## src/rtl/focal_delay_calc_pkg.sv

```systemverilog
// Shared beamforming constants and state encoding for the focal delay
// calculator and the square-root unit it drives.
//   - state_t        : controller state encoding
//   - COORD_W_DEF    : default coordinate width
//   - ROOT_ITERS     : Newton iterations performed by the root unit
//   - ROOT_LATENCY   : approximate enabled cycles until the root unit is valid
//   - MIN_TIMEOUT    : smallest sensible root-valid timeout
//   - SQ_DIN_W/SQ_DOUT_W : root-unit bus widths
package focal_delay_calc_pkg;

  localparam int COORD_W_DEF       = 8;
  localparam int ROOT_ITERS        = 11;
  localparam int ROOT_CYC_PER_ITER = 5;
  localparam int ROOT_LATENCY      = ROOT_ITERS * ROOT_CYC_PER_ITER + 2;
  // Next power of two above the root latency leaves headroom for the timeout.
  localparam int MIN_TIMEOUT       = 2 ** $clog2(ROOT_LATENCY);

  localparam int SQ_DIN_W  = 32;
  localparam int SQ_DOUT_W = 16;

  typedef enum logic [2:0] {
    IDLE,
    MUL,
    SUM,
    WAIT,
    DONE
  } state_t;

endpackage

```

## src/rtl/focal_delay_calc_if.sv

```systemverilog
// Bus between the delay calculator (master) and the iterative square-root
// unit (slave).
//   sq_din    : radicand, master -> slave
//   sq_enable : root-unit clock enable, master -> slave
//   sq_reset  : root-unit restart (active high), master -> slave
//   sq_dout   : root result, slave -> master
//   sq_valid  : root result valid (level), slave -> master
interface focal_delay_calc_if;
  import focal_delay_calc_pkg::*;

  logic [SQ_DIN_W-1:0]  sq_din;
  logic                 sq_enable;
  logic                 sq_reset;
  logic [SQ_DOUT_W-1:0] sq_dout;
  logic                 sq_valid;

  modport master (
    output sq_din, sq_enable, sq_reset,
    input  sq_dout, sq_valid
  );

  modport slave (
    input  sq_din, sq_enable, sq_reset,
    output sq_dout, sq_valid
  );

endinterface

```

## src/rtl/focal_delay_calc.sv

```systemverilog
// Beamforming receive-delay front end. For one element/focal-point pair it
// forms dx^2 + z^2, has the external square-root unit take its root, and
// returns the two-way path length sqrt + z.
// Ports:
//   clk, reset : clock (rising edge), asynchronous active-high reset
//   start      : request pulse, honoured in IDLE only
//   dx         : signed lateral offset, COORD_W+1 bits
//   z          : unsigned focal depth, COORD_W bits
//   busy       : job in progress
//   done       : one-cycle completion pulse
//   err        : root-unit timeout flag, valid with done
//   delay      : path length r + z, held until the next done
//   sq         : master side of the square-root unit bus
module focal_delay_calc
  import focal_delay_calc_pkg::*;
#(
  parameter int COORD_W = COORD_W_DEF,
  parameter int TIMEOUT = 128,
  parameter int CNT_W   = 8
) (
  input  logic                      clk,
  input  logic                      reset,
  input  logic                      start,
  input  logic signed [COORD_W:0]   dx,
  input  logic        [COORD_W-1:0] z,
  output logic                      busy,
  output logic                      done,
  output logic                      err,
  output logic        [COORD_W+8:0] delay,
  focal_delay_calc_if.master        sq
);

  localparam int SQ_W  = 2 * COORD_W;
  localparam int SUM_W = 2 * COORD_W + 1;
  localparam int DLY_W = COORD_W + 9;
  // The counter holds completed WAIT cycles; the last one is TIMEOUT-1.
  localparam logic [CNT_W-1:0] CNT_LAST = CNT_W'(TIMEOUT - 1);

  state_t state, state_next;

  logic        [CNT_W-1:0]     cnt;
  logic signed [COORD_W:0]     dx_p0;
  logic        [COORD_W-1:0]   z_p0;
  logic        [COORD_W-1:0]   adx;
  logic        [SQ_W-1:0]      dx2_p1;
  logic        [SQ_W-1:0]      z2_p1;
  logic        [SUM_W-1:0]     sum;
  logic        [SQ_DOUT_W-1:0] r_p2;
  logic                        bypass;
  logic                        timeout;

  // |v|, with the single unrepresentable magnitude -2^COORD_W clamped.
  function automatic logic [COORD_W-1:0] abs_sat(input logic signed [COORD_W:0] v);
    logic signed [COORD_W:0] mag;
    mag = v[COORD_W] ? -v : v;
    if (v == {1'b1, {COORD_W{1'b0}}})
      return {COORD_W{1'b1}};
    return mag[COORD_W-1:0];
  endfunction

  assign adx     = abs_sat(dx_p0);
  assign sum     = SUM_W'(dx2_p1) + SUM_W'(z2_p1);
  // The root unit divides by din>>1, so radicands 0 and 1 are their own root.
  assign bypass  = (sum < SUM_W'(2));
  assign timeout = (cnt == CNT_LAST);

  always_ff @(posedge clk or posedge reset) begin
    if (reset) state <= IDLE;
    else       state <= state_next;
  end

  always_comb begin
    state_next = state;
    case (state)
      IDLE: if (start) state_next = MUL;
      MUL:  state_next = SUM;
      SUM:  state_next = bypass ? DONE : WAIT;
      WAIT: if (sq.sq_valid || timeout) state_next = DONE;
      DONE: state_next = IDLE;
      default: state_next = IDLE;
    endcase
  end

  // Stage p0: operand capture on accepted start.
  // Stage p1: squares.  Stage p2: root result (or bypass value).
  always_ff @(posedge clk) begin
    case (state)
      IDLE: if (start) begin
        dx_p0 <= dx;
        z_p0  <= z;
      end
      MUL: begin
        dx2_p1 <= SQ_W'(adx) * SQ_W'(adx);
        z2_p1  <= SQ_W'(z_p0) * SQ_W'(z_p0);
      end
      SUM: if (bypass) r_p2 <= SQ_DOUT_W'(sum);
      WAIT: begin
        if (sq.sq_valid)  r_p2 <= sq.sq_dout;
        else if (timeout) r_p2 <= '0;
      end
      default: ;
    endcase
  end

  always_ff @(posedge clk or posedge reset) begin
    if (reset) begin
      busy         <= 1'b0;
      done         <= 1'b0;
      err          <= 1'b0;
      delay        <= '0;
      cnt          <= '0;
      sq.sq_din    <= '0;
      sq.sq_enable <= 1'b0;
      sq.sq_reset  <= 1'b1;
    end else begin
      done <= 1'b0;
      case (state)
        IDLE: if (start) begin
          busy <= 1'b1;
          err  <= 1'b0;
        end
        SUM: begin
          // din is written only here, so it stays put while the root iterates.
          sq.sq_din <= SQ_DIN_W'(sum);
          if (!bypass) begin
            sq.sq_reset  <= 1'b0;
            sq.sq_enable <= 1'b1;
          end
        end
        WAIT: begin
          if (!sq.sq_valid) begin
            if (timeout) err <= 1'b1;
            else         cnt <= cnt + 1'b1;
          end
        end
        DONE: begin
          delay        <= err ? '0 : DLY_W'(r_p2) + DLY_W'(z_p0);
          done         <= 1'b1;
          busy         <= 1'b0;
          cnt          <= '0;
          sq.sq_reset  <= 1'b1;
          sq.sq_enable <= 1'b0;
        end
        default: ;
      endcase
    end
  end

endmodule

```

## src/flat_wrapper.sv

```systemverilog
// flat-port wrapper written by rule: the top's interface ports become plain ports
module focal_delay_calc_flat import focal_delay_calc_pkg::*;
#(
  parameter int COORD_W = COORD_W_DEF,
  parameter int TIMEOUT = 128,
  parameter int CNT_W   = 8
)
  (clk, reset, start, dx, z, busy, done, err, delay, sq_sq_din, sq_sq_enable, sq_sq_reset, sq_sq_dout, sq_sq_valid);
  focal_delay_calc_if sq_i ();
  input  logic clk;
  input  logic reset;
  input  logic start;
  input  logic signed [COORD_W:0] dx;
  input  logic        [COORD_W-1:0] z;
  output logic busy;
  output logic done;
  output logic err;
  output logic        [COORD_W+8:0] delay;
  output wire logic [$bits(sq_i.sq_din)-1:0] sq_sq_din;
  output wire logic [$bits(sq_i.sq_enable)-1:0] sq_sq_enable;
  output wire logic [$bits(sq_i.sq_reset)-1:0] sq_sq_reset;
  input wire logic [$bits(sq_i.sq_dout)-1:0] sq_sq_dout;
  input wire logic [$bits(sq_i.sq_valid)-1:0] sq_sq_valid;
  assign sq_sq_din = sq_i.sq_din;
  assign sq_sq_enable = sq_i.sq_enable;
  assign sq_sq_reset = sq_i.sq_reset;
  assign sq_i.sq_dout = sq_sq_dout;
  assign sq_i.sq_valid = sq_sq_valid;
  focal_delay_calc #(.COORD_W(COORD_W), .TIMEOUT(TIMEOUT), .CNT_W(CNT_W)) u_core (.clk(clk), .reset(reset), .start(start), .dx(dx), .z(z), .busy(busy), .done(done), .err(err), .delay(delay), .sq(sq_i));
endmodule
```

## config.mk

```make
export PLATFORM = sky130hd
export DESIGN_NAME = focal_delay_calc_flat
export DESIGN_NICKNAME = d
export VERILOG_FILES = /design/src/rtl/focal_delay_calc_pkg.sv /design/src/rtl/focal_delay_calc_if.sv /design/src/rtl/focal_delay_calc.sv /design/src/flat_wrapper.sv
export SDC_FILE = /design/constraint.sdc
export NUM_CORES = 1
export LEC_CHECK = 0
export BUFFER_PORTS_ARGS = -buffer_cell sky130_fd_sc_hd__buf_2
export CAP_MARGIN = 20
export CELL_PAD_IN_SITES_DETAIL_PLACEMENT = 1
export CELL_PAD_IN_SITES_GLOBAL_PLACEMENT = 2
export CORE_UTILIZATION = 36
export CTS_BUF_LIST = sky130_fd_sc_hd__clkbuf_8
export DETAILED_ROUTE_END_ITERATION = 8
export PLACE_DENSITY = 0.82
export SLEW_MARGIN = 5
export SYNTH_ARGS = -nofsm -noshare
export SYNTH_HDL_FRONTEND = slang
export SYNTH_SLANG_ARGS = --single-unit
```

## constraint.sdc

```tcl
create_clock -name clk -period 5.58 [get_ports clk]
set_clock_uncertainty 0.1 [all_clocks]
set_input_delay 1.116 -clock clk [delete_from_list [all_inputs] [get_ports clk]]
set_output_delay 1.116 -clock clk [all_outputs]
set_load 0.02 [all_outputs]
```

Word-level counts from Yosys, hierarchy flattened --
Cells that the tools add are included.
Storage, ports and cells: bits in registers 115, word-level logic and storage cells 76, output and inout port bits 54, input bits 37
Operators by class: multiply operators 2, multiplexer cells 27, $add $sub $neg 4, equality and inequality tests 14, reduce and logical (&&, ||, !) cells 14, magnitude comparators 1
Operators by type and width (count):
- 2-to-1 mux 16 bit | 3
- 2-to-1 mux 8 bit | 5
- multiplier 8 x 8 -> 16 bit | 2
- one-hot mux 16 bit (2 select lines) | 1
- adder 16 x 16 -> 17 bit | 1
- adder 16 x 8 -> 17 bit | 1
- < comparator 17 x 2 -> 1 bit (second input constant) | 1
- 2-to-1 mux 17 bit | 1
- one-hot mux 8 bit (2 select lines) | 1
- one-hot mux 3 bit (4 select lines) | 1
- nonzero test 2 bit | 5
- equality test 9 bit (second input constant) | 1
- 2-to-1 mux 3 bit | 3
- adder 8 x 1 -> 8 bit (second input constant) | 1
- equality test 8 x 7 -> 1 bit (second input constant) | 1
- 2-to-1 mux 1 bit | 8
- != test 2 bit (second input constant) | 4
- negation 8 bit | 1
- one-hot mux 1 bit (2 select lines) | 4
- AND reduction 2 bit | 4
- equality test 3 x 2 -> 1 bit (second input constant) | 2
- != test 2 x 1 -> 1 bit (second input constant) | 3
- AND reduction 3 bit | 2
- AND reduction 4 bit | 1
- other kinds (5) | 5

Longest topological paths before layout --
word-level depth 4, mapped depth 24, depth with buffers taken out 23

Worst setup path before layout --
No wires, ideal clock.
path kind register -> register, from register u_core.dx_p0[0], to register u_core.dx2_p1[13], data pin, arrival 5.233 ns, period minus slack after synthesis 5.591 ns, stages on the path, launching flop included 21, slack -0.011 ns, cells stage by stage edfxtp_1 inv_1 ha_1 or3b_1 nor3_2 nand3_1 and2_1 clkbuf_1 or2_2 fa_1 inv_1 fa_1 fa_1 inv_1 fa_1 inv_1 ha_1 o41a_1 a41oi_1 nor2b_1 xnor2_1
Between the ends: word-level cells in the longest chain between the ends 4, elaborated cells on any way between the ends 6
Ends and longest elaborated chain:
- start, declared | line focal_delay_calc.sv:42 | logic signed [COORD_W:0] dx_p0;
- start signal, assigned | line focal_delay_calc.sv:89 | dx_p0 <= dx;
- negation 8 bit / equality test 9 bit (equally long branches) | line focal_delay_calc.sv:55, focal_delay_calc.sv:56
- 2-to-1 mux 8 bit / 2-to-1 mux 1 bit (equally long branches) | line focal_delay_calc.sv:55, focal_delay_calc.sv:56
- 2-to-1 mux 8 bit (*) | line focal_delay_calc.sv:58 | return mag[COORD_W-1:0];
- multiplier 8 x 8 -> 16 bit (*) | line focal_delay_calc.sv:93 | dx2_p1 <= SQ_W'(adx) * SQ_W'(adx);
- end signal, assigned | line focal_delay_calc.sv:93
- end, declared | line focal_delay_calc.sv:45 | logic [SQ_W-1:0] dx2_p1;
Every way passes the cells marked *; elsewhere a longest branch is shown, timed or not. A chain may end at the register's enable or synchronous reset.

Final worst setup path --
from register u_core.dx_p0[0], to register u_core.dx2_p1[15], data pin
The elaborated chain is that of the path after synthesis.

==> impl_metrics.env <==
export IMPL_synth_area_leaders="edfxtp_1 22%, dfrtp_1 14%, ha_1 12%, fa_1 11%, xnor2_1 4.1%"
export IMPL_regToRegStartpoint="u_core.dx_p0[0]"
export IMPL_whs_path_depth=2
export IMPL_r2r_cells=21
export IMPL_slew_headroom=0.392
export IMPL_cp_max_fo=4
export IMPL_routed_wl_um=21500
export IMPL_rsz0062_at_grt="true"
export IMPL_wl_per_cell_um=15.9
export IMPL_min_path_type="reg -> reg"
export IMPL_first_global_vias=7069
export IMPL_fmax_ghz=0.180
export IMPL_place_congestion=0.795
export IMPL_synthTopCellsByCount="89 x inv_1, 83 x ha_1, 80 x nand2_1, 63 x edfxtp_1, 60 x nor2_1"
export IMPL_antenna_found_initial=0
export IMPL_track_usage=0.179
export IMPL_reg2reg_slack_ns=0.02
export IMPL_diodes=0
export IMPL_hold_violations=0
export IMPL_clk_pin_slew_ns=0.08
export IMPL_synth_top_area_cell="edfxtp_1"
export IMPL_dieWidth_um=158
export IMPL_required_ns=5.65
export IMPL_startpoint_type="flip-flop"
export IMPL_clockRootBuffer="clkbuf_8"
export IMPL_grt_max_degree=51
export IMPL_dpl_worst_slack_ns=-0.247
export IMPL_fin_crit_ns=5.56
export IMPL_drt_iter0_drc=282
export IMPL_critPathCaptureType="flip-flop"
export IMPL_ys_seq_area_frac=0.360
export IMPL_overflow=0
export IMPL_drive_above_1_share=0.233
export IMPL_min_to="u_core.delay[16]"
export IMPL_grt_first_pass_wirelength_um=34300
export IMPL_clock_path_buffers=2
export IMPL_yosys_warnings=0
export IMPL_arrival_ns=5.63
export IMPL_cts_sink_count=113
export IMPL_die_area_mm2=0.0249
export IMPL_path_class="reg -> reg"
export IMPL_final_net_count=1184
export IMPL_core_area_mm2=0.0236
export IMPL_area_growth_syn_to_layout_pct=20.0
export IMPL_ys_ff_latch=113
export IMPL_drt_pass1_iterations=4
export IMPL_utilization=0.443
export IMPL_fin_ws_ns=0.0239
export IMPL_start_util=0.369
export IMPL_setup_viol=0
export IMPL_postCtsHoldBufs=0
export IMPL_synth_edf_count=63
export IMPL_dr_total_vias=6701
export IMPL_cts_made_buffers=17
export IMPL_syn_avg_cell_area_um2=9.92
export IMPL_pin_count=91
export IMPL_drcViolationCount=0
export IMPL_period_share=0.996
export IMPL_numPortBuffers=75
export IMPL_cts_tree="done"
export IMPL_worst_pin_slew_ns=0.913
export IMPL_async_reset_ff_frac=0.442
export IMPL_hp_start="u_core.delay[16]"
export IMPL_syn_inst=879
export IMPL_clk_latency_ns=0.44
export IMPL_slew_violations=0
export IMPL_cap_violations=0
export IMPL_htree_levels=4
export IMPL_dp_hpwl_um=16800
export IMPL_r2r_end="u_core.dx2_p1[15]"
export IMPL_fp_dieH_um=158
export IMPL_synth_cell_types=70
export IMPL_drt_antenna_violating_nets=0
export IMPL_yosys_most_used_dff="edfxtp_1"
export IMPL_finalSetupTns_ns=0
export IMPL_fp_row_count=56
export IMPL_synth_area_mm2=0.00872
export IMPL_status="finished, final reports clean"
export IMPL_yosysMostFrequentCell="inv_1"
export IMPL_viasPerCell=4.97
export IMPL_synth_top_area_share=0.217
-- worst max path at each step --
stage,from,endpoint,slack [ns]
floorplan,u_core.dx_p0[0],u_core.dx2_p1[13],0.02
CTS,u_core.dx_p0[1],u_core.dx2_p1[13],0.0009
detailed placement,u_core.dx_p0[1],u_core.dx2_p1[15],-0.25
global placement,u_core.dx_p0[0],u_core.dx2_p1[15],-0.03
global route,u_core.dx_p0[0],u_core.dx2_p1[15],-0.19
finish,u_core.dx_p0[0],u_core.dx2_p1[15],0.02
-- per-layer routing --
| layer | wire length [um] | global-route usage | vias to the layer above |
|---|---|---|---|
| li1 | - | - | 3271 |
| met1 | 9350 | 0.210 | 3294 |
| met2 | 11200 | 0.331 | 109 |
| met3 | 628 | 0.0290 | 27 |
| met4 | 325 | 0.0522 | 0 |
| met5 | 0 | 0 | - |
-- metrics by stage --
stage / cell area [um2] / hold slack [ns] / std cells
after floorplan: 8790 / 0.410 / 895
after global placement: 9760 / 0.355 / 1302
after detailed placement: 9760 / 0.361 / 1302
after CTS: 10300 / 0.379 / 1339
after global routing: 10500 / 0.403 / 1347
final: 10500 / 0.375 / 1347
-- cell families (layout without fill, tap and decap cells) --
| group | after synthesis | in the layout | synth area share |
|---|---|---|---|
| buffers and inverters | 128 | 261 | 0.0615 |
| flip-flops | 113 | 113 | 0.360 |
| XOR/XNOR | 64 | 64 | 0.0643 |
| adder cells (fa/ha/maj) | 132 | 132 | 0.231 |
| multiplexers | 5 | 5 | 0.00588 |
| other | 1 | 17 | 0.000430 |
| AO/OA/AOI/OAI | 158 | 158 | 0.116 |
| AND/OR/NAND/NOR | 278 | 278 | 0.160 |
-- critical path, cell delays in order (launching register included) --
cell	delay (ns)
edfxtp_1	0.39
inv_1	0.08
ha_2	0.17
or3b_4	0.41
or3_4	0.36
a21boi_4	0.15
o22ai_4	0.10
or2_4	0.24
fa_1	0.53
inv_2	0.06
fa_1	0.48
fa_1	0.54
inv_2	0.04
fa_1	0.54
inv_2	0.05
ha_4	0.26
inv_2	0.04
o21bai_1	0.14
o41a_1	0.21
a41oi_2	0.12
a21oi_1	0.20
xor2_1	0.10
-- layout by cell type (no fill, tap or decap), types with 13 or more instances in the layout --
cell,Yosys,final
xor2_1,23,22
nand2_1,80,79
buf_2,0,75
inv_1,89,84
nor2_1,60,57
fa_1,49,48
o21ai_0,50,48
and2_1,26,25
edfxtp_1,63,63
ha_1,83,75
nor3_1,14,13
a21o_1,14,14
clkbuf_8,0,17
a21oi_1,37,32
conb_1,1,17
buf_4,15,63
xnor2_1,41,39
nand3_1,33,32
dfrtp_1,49,49
-- registers in the layout, indices dropped and copies added, names as in the netlist --
signal,flops
u_core.r_p2,16
u_core.cnt,8
u_core.sq.sq_enable,1
u_core.dx2_p1,15
u_core.done,1
u_core.z_p0,8
u_core.err,1
u_core.sq.sq_din,17
u_core.busy,1
u_core.state,3
u_core.delay,17
u_core.sq.sq_reset,1
u_core.z2_p1,15
u_core.dx_p0,9
-- cell type report --
cell class                 instances  area [um2]
inverter                          89         334
multi-input combinational        654        5370
tap                              319         399
timing repair buffer             140         883
clock inverter                    15         109
fill                            2685       13100
sequential                       113        3140
clock buffer                      17         234
-- repair_timing --
action / CTS / global route
setup buffers: 5 / 6
setup endpoints to repair: 5 / 5
pin swaps: 12 / 10
cloned: 0 / 0
gates resized for setup: 25 / 30
Power is not shown: default switching activity piles up to over one toggle a cycle in this logic, so the estimate is an artifact.
